===== config.mk =====
export PLATFORM = sky130hd
export DESIGN_NAME = issue_queue
export DESIGN_NICKNAME = d
export VERILOG_FILES = /design/src/rtl/issue_queue.sv
export SDC_FILE = /design/constraint.sdc
export NUM_CORES = 2
export LEC_CHECK = 0
export ABC_AREA = 1
export BUFFER_PORTS_ARGS = -buffer_cell sky130_fd_sc_hd__buf_4
export CAP_MARGIN = 15
export CORE_MARGIN = 2
export CORE_UTILIZATION = 37
export DETAILED_ROUTE_END_ITERATION = 8
export PLACE_DENSITY_LB_ADDON = 0.1
export RECOVER_POWER = 100
export SETUP_SLACK_MARGIN = 0.05
export SYNTH_ARGS = -nofsm -noshare
export SYNTH_HDL_FRONTEND = slang
export SYNTH_SLANG_ARGS = --single-unit

===== constraint.sdc =====
create_clock -name CLK -period 12.5 [get_ports CLK]
set_input_delay 2.5 -clock CLK [delete_from_list [all_inputs] [get_ports CLK]]
set_output_delay 2.5 -clock CLK [all_outputs]
set_load 0.03 [all_outputs]

===== src/rtl/issue_queue.sv =====
// Dual-enqueue, dual-issue in-order issue queue between decode and execute.
// Buffers decoded tasks in a ring, tracks pending destinations, issues up to two hazard-free tasks per cycle.
package issue_queue_pkg;
    typedef enum logic [2:0] {
        OPC_OP, OPC_OPIMM, OPC_LOAD, OPC_STORE,
        OPC_BRANCH, OPC_JAL, OPC_JALR, OPC_LUI
    } opcode_t;

    typedef struct packed {
        logic [31:0] pc;
        opcode_t     opcode;
        logic        rd_used;
        logic [4:0]  rd_addr;
        logic        rs1_used;
        logic [4:0]  rs1_addr;
        logic        rs2_used;
        logic [4:0]  rs2_addr;
        logic [31:0] imm;
    } task_t;
endpackage

// Scoreboard hazard check for one issue slot; x0 never hazards.
module iq_hazard (
    input  logic [31:0] busy,
    input  logic        rs1_used,
    input  logic [4:0]  rs1_addr,
    input  logic        rs2_used,
    input  logic [4:0]  rs2_addr,
    input  logic        rd_used,
    input  logic [4:0]  rd_addr,
    output logic        hazard
);
    logic raw1, raw2, waw;

    assign raw1   = rs1_used && (rs1_addr != 5'd0) && busy[rs1_addr];
    assign raw2   = rs2_used && (rs2_addr != 5'd0) && busy[rs2_addr];
    assign waw    = rd_used  && (rd_addr  != 5'd0) && busy[rd_addr];
    assign hazard = raw1 || raw2 || waw;
endmodule

module issue_queue
    import issue_queue_pkg::*;
#(
    parameter int DEPTH = 8
) (
    input  logic                   CLK,
    input  logic                   RST_N,
    input  task_t                  TASK_0,
    input  task_t                  TASK_1,
    input  logic                   enq_valid_0,
    input  logic                   enq_valid_1,
    output logic                   enq_ready,
    output task_t                  ISSUE_0,
    output task_t                  ISSUE_1,
    output logic                   issue_valid_0,
    output logic                   issue_valid_1,
    input  logic                   issue_ready_0,
    input  logic                   issue_ready_1,
    input  logic                   wb_valid,
    input  logic [4:0]             wb_addr,
    input  logic                   flush,
    output logic [$clog2(DEPTH):0] count
);
    localparam int PW = $clog2(DEPTH);
    localparam int CW = PW + 1;

    logic [PW-1:0] head, tail, head1, tail1;
    logic [31:0]   busy, busy_next;
    task_t         mem [DEPTH];

    task_t [1:0]   slot;
    logic  [1:0]   hz;
    logic          has0, has1;
    logic          rdw0, rdw1, dep, ctl0, mem_pair;
    logic          pop0, pop1, enq0, enq1;
    logic [1:0]    enq_n, pop_n;
    logic [CW-1:0] count_next;

    assign head1   = head + PW'(1);
    assign tail1   = tail + PW'(1);
    assign slot[0] = mem[head];
    assign slot[1] = mem[head1];

    assign has0 = (count != '0);
    assign has1 = (count >= CW'(2));

    // Outputs read as zero when the slot holds no live entry.
    assign ISSUE_0 = has0 ? slot[0] : '0;
    assign ISSUE_1 = has1 ? slot[1] : '0;

    for (genvar g = 0; g < 2; g++) begin : g_hz
        iq_hazard u_hz (
            .busy     (busy),
            .rs1_used (slot[g].rs1_used),
            .rs1_addr (slot[g].rs1_addr),
            .rs2_used (slot[g].rs2_used),
            .rs2_addr (slot[g].rs2_addr),
            .rd_used  (slot[g].rd_used),
            .rd_addr  (slot[g].rd_addr),
            .hazard   (hz[g])
        );
    end

    assign rdw0 = slot[0].rd_used && (slot[0].rd_addr != 5'd0);
    assign rdw1 = slot[1].rd_used && (slot[1].rd_addr != 5'd0);

    // Head+1 may not consume or overwrite what the head is about to produce.
    assign dep = rdw0 &&
                 ((slot[1].rs1_used && (slot[1].rs1_addr == slot[0].rd_addr)) ||
                  (slot[1].rs2_used && (slot[1].rs2_addr == slot[0].rd_addr)) ||
                  (slot[1].rd_used  && (slot[1].rd_addr  == slot[0].rd_addr)));

    assign ctl0     = slot[0].opcode inside {OPC_BRANCH, OPC_JAL, OPC_JALR};
    assign mem_pair = (slot[0].opcode inside {OPC_LOAD, OPC_STORE}) &&
                      (slot[1].opcode inside {OPC_LOAD, OPC_STORE});

    assign issue_valid_0 = has0 && !hz[0];
    assign issue_valid_1 = issue_valid_0 && has1 && !hz[1] && !ctl0 && !mem_pair && !dep;

    assign pop0 = issue_valid_0 && issue_ready_0;
    assign pop1 = pop0 && issue_valid_1 && issue_ready_1;

    // Readiness uses registered occupancy only; same-cycle pops are not credited.
    assign enq_ready = (count <= CW'(DEPTH - 2));
    assign enq0      = enq_ready && enq_valid_0 && !flush;
    assign enq1      = enq0 && enq_valid_1;

    assign enq_n      = {1'b0, enq0} + {1'b0, enq1};
    assign pop_n      = {1'b0, pop0} + {1'b0, pop1};
    assign count_next = count + CW'(enq_n) - CW'(pop_n);

    always_comb begin
        busy_next = busy;
        if (wb_valid)
            busy_next[wb_addr] = 1'b0;
        // Sets follow the clear so a same-cycle set wins.
        if (pop0 && rdw0)
            busy_next[slot[0].rd_addr] = 1'b1;
        if (pop1 && rdw1)
            busy_next[slot[1].rd_addr] = 1'b1;
        busy_next[0] = 1'b0;
    end

    always_ff @(posedge CLK or negedge RST_N) begin
        if (!RST_N) begin
            head  <= '0;
            tail  <= '0;
            count <= '0;
            busy  <= '0;
        end else if (flush) begin
            head  <= '0;
            tail  <= '0;
            count <= '0;
            busy  <= '0;
        end else begin
            head  <= head + PW'(pop_n);
            tail  <= tail + PW'(enq_n);
            count <= count_next;
            busy  <= busy_next;
        end
    end

    always_ff @(posedge CLK) begin
        if (enq0)
            mem[tail] <= TASK_0;
        if (enq1)
            mem[tail1] <= TASK_1;
    end
endmodule


==> results.py <==
metrics = {
    "logic_synthesis": {
        "synth_edf_count": 680,
        "synth_cell_types": 46,
        "synth_area_leaders": "edfxtp_1 (44%), o21ai_0 (15%), nand2_1 (11%)",
        "yosysMostFrequentCell": "nand2_1",
        "yosysWarnings": 0,
        "syn_inst": 6180,
        "ys_ff_latch": 721,
        "syn_area_mm2": 0.0464,
        "synth_seq_area_share": 0.462,
        "avgSynthCellArea_um2": 7.51,
        "ys.flop_type": "edfxtp_1",
        "postSynth.asyncResetShare": 0.0569,
        "synth_top_area_frac": 0.440,
        "ys_top_cells_by_count": "nand2_1 (1399), o21ai_0 (1354), edfxtp_1 (680)",
        "synth_nets": 6378,
        "yosysTopAreaCell": "edfxtp_1",
    },
    "sta": {
        "slew_viol_final": 2279,
        "rsz0062_at_grt": "no",
        "worst_pin_slew_ps": 4750,
        "period_share": 0.863,
        "period_needed_ps": 10790,
        "max_freq_mhz": 92.7,
        "hold_violations": 0,
        "setup_tns_ps": 0,
        "clock_skew_ps": 25.1,
        "finalSetupViolCount": 0,
        "whs_ps": 593,
        "max_slew_margin": -2.17,
    },
    "finish": {
        "n_fill_cell": 12800,
        "nets": 6338,
        "drive_above_1_share": 0.0673,
        "area_growth_pct": 10.5,
    },
    "floorplanning": {
        "core_mm2": 0.124,
        "dieArea_mm2": 0.128,
        "die_x_um": 358,
        "start_util": 0.374,
        "row_count": 129,
        "pin_count": 360,
        "die_h_um": 358,
    },
    "clock_tree": {
        "cts_num_sinks": 721,
        "postCtsHoldBufs": 0,
        "ctsResizeCount": 0,
        "cts_tree": "done",
        "postCtsSetupRepairBufs": 0,
        "numCtsBuffers": 91,
        "cts_root_buf": "clkbuf_16",
        "htreeDepth": 3,
        "clock_path_buffers": 3,
        "cts.clk_slew.worst_paths_ps": 60,
        "worstSkewPairLatency_ps": 680,
    },
    "critical_path": {
        "critPathSlowestCell": "clkbuf_2",
        "critPathMaxFanout": 170,
        "cpPeakStageDelay_ps": 3150,
        "crit_type": "reg -> out",
        "crit_path_frequent_cell": "o21ai_0",
        "worstPathRequired_ps": 10000,
        "arrival_ps": 8290,
        "start_kind": "register",
        "worstSetupEndpointType": "primary output",
        "crit_chain": "clkbuf_2 -> clkbuf_2 -> o21ai_0 -> o21ai_0 -> o21ai_0 -> a31oi_1 -> clkbuf_1",
    },
    "grt": {
        "antenna_found_initial": 11,
        "grt_first_pass_wirelength_mm": 266,
        "grt_start_max_net_pins": 281,
        "grt_pass1_vias": 40900,
        "track_usage": 0.277,
        "gr-total-overflow": 0,
    },
    "worst_hold_path": {
        "hold_path_class": "reg -> reg",
    },
    "placement": {
        "port_buffers": 359,
        "dp_hpwl_mm": 105,
        "gp_congestion": 0.971,
    },
    "outcome": {
        "status": "complete, but fails checks",
        "violations": "capacitance limit, slew limit",
    },
    "detailed_routing": {
        "drtPass1Iterations": 7,
        "routed-via-count": 43900,
        "drtIter0Drc": 4279,
        "drc": 0,
        "antenna_left": 0,
        "routed_via_density": 5.60,
        "wl_per_cell_um": 23.1,
        "drt-total-wl_mm": 181,
    },
    "pwr": {
        "power.density_mw_per_mm2": 196,
        "leakagePower_nw": 20.7,
        "irDropWorstVdd_mv": 0.133,
    },
    "job": {
        "max-cap-violations": 39,
    },
}
metrics by stage:
stage | setup slack [ps] | cells | total power [W] | area, µm² | utilization
2_1_floorplan | 261 | 6180 | 0.00601 | 46400 | -
3_3_place_gp | 4270 | 7683 | 0.00769 | 49400 | 0.398
3_5_place_dp | 4240 | 7683 | 0.00770 | 49400 | 0.398
4_1_cts | 3490 | 7845 | 0.0103 | 52200 | 0.420
5_1_grt | 1490 | 7848 | 0.0105 | 51300 | 0.413
6_report | 1710 | 7848 | 0.0100 | 51300 | 0.413
critical path: cells and delay by family, from the launching register on:
kind            cells  cell delay (ps)
flops               1              920
buf+inv             3             5250
compound gates      4             1190
kinds of logic (layout without fill, tap and decap cells):
group | count (synthesis) | in the layout | synth area share
simple gates | 2215 | 2215 | 0.195
compound gates | 2128 | 2128 | 0.238
buf+inv | 1093 | 1122 | 0.0980
flops | 721 | 721 | 0.462
fa+ha+maj | 15 | 15 | 0.00469
xor+xnor | 7 | 7 | 0.00189
mux | 1 | 1 | 0.000216
other cells | 0 | 2 | 0
worst paths after layout:
| kind | startpoint | endpoint | slack (ps) | depth (start not counted) |
|---|---|---|---|---|
| min in group asynchronous | RST_N | busy[28]$_DFF_PN0_ | 2540 | 1 |
| worst max register to register | head[1]$_DFF_PN0_ | count[3]$_DFF_PN0_ | 2860 | 24 |
| max in group asynchronous | RST_N | head[1]$_DFF_PN0_ | 8250 | 1 |
| worst min-delay path | tail[2]$_DFF_PN0_ | tail[2]$_DFF_PN0_ | 590 | 2 |
| worst max-delay path | head[1]$_DFF_PN0_ | ISSUE_0[55] | 1710 | 7 |
| worst min register to register | tail[2]$_DFF_PN0_ | tail[2]$_DFF_PN0_ | 590 | 2 |
state kept, by name (all words and copies together) (netlist names):
name and flops:
head 3, busy 31, count 4, tail 3, mem 680
layout make-up:
| type | instances | area (µm²) | area share |
|---|---|---|---|
| Clock inverter | 41 | 377 | 0.00734 |
| Timing Repair Buffer | 428 | 2560 | 0.0500 |
| Antenna cell | 2 | 5.00 | 0.0000976 |
| Inverter | 532 | 2020 | 0.0393 |
| Sequential cell | 721 | 21500 | 0.418 |
| Clock buffer | 121 | 2430 | 0.0474 |
| Multi-Input combinational cell | 4366 | 20400 | 0.398 |
| Tap cell | 1637 | 2050 | 0.0399 |
placed cells by master, fill, tap and decap left out, types with 10 or more instances in the layout:
master / count
nand2_1: 1403
dfrtp_1: 39
o21ai_0: 1357
a31oi_1: 85
inv_1: 522
a21oi_1: 567
nand4_1: 35
edfxtp_1: 680
nor3_1: 80
buf_4: 240
clkinv_1: 18
clkbuf_16: 91
o21ai_1: 15
ha_1: 11
clkinv_2: 10
clkbuf_1: 205
o211ai_1: 89
nand2_2: 16
nor2_1: 366
nand3_1: 297
where the power goes:
part	internal (W)	switching (W)	total (W)	leakage (nW)
Sequential	0.00279	0.000185	0.00297	6.71
Combinational	0.00114	0.00336	0.00450	12.6
Clock	0.00148	0.00108	0.00256	1.37
Total	0.00541	0.00462	0.0100	20.7
routing by layer:
metal,GRT usage,vias up,part of all wire
met3,0.0403,307,0.070
met5,0,-,0.00056
li1,-,21000,-
met1,0.365,20900,0.42
met4,0.0930,16,0.033
met2,0.466,1683,0.47
No activity file was read; power rests on OpenSTA's default activity.
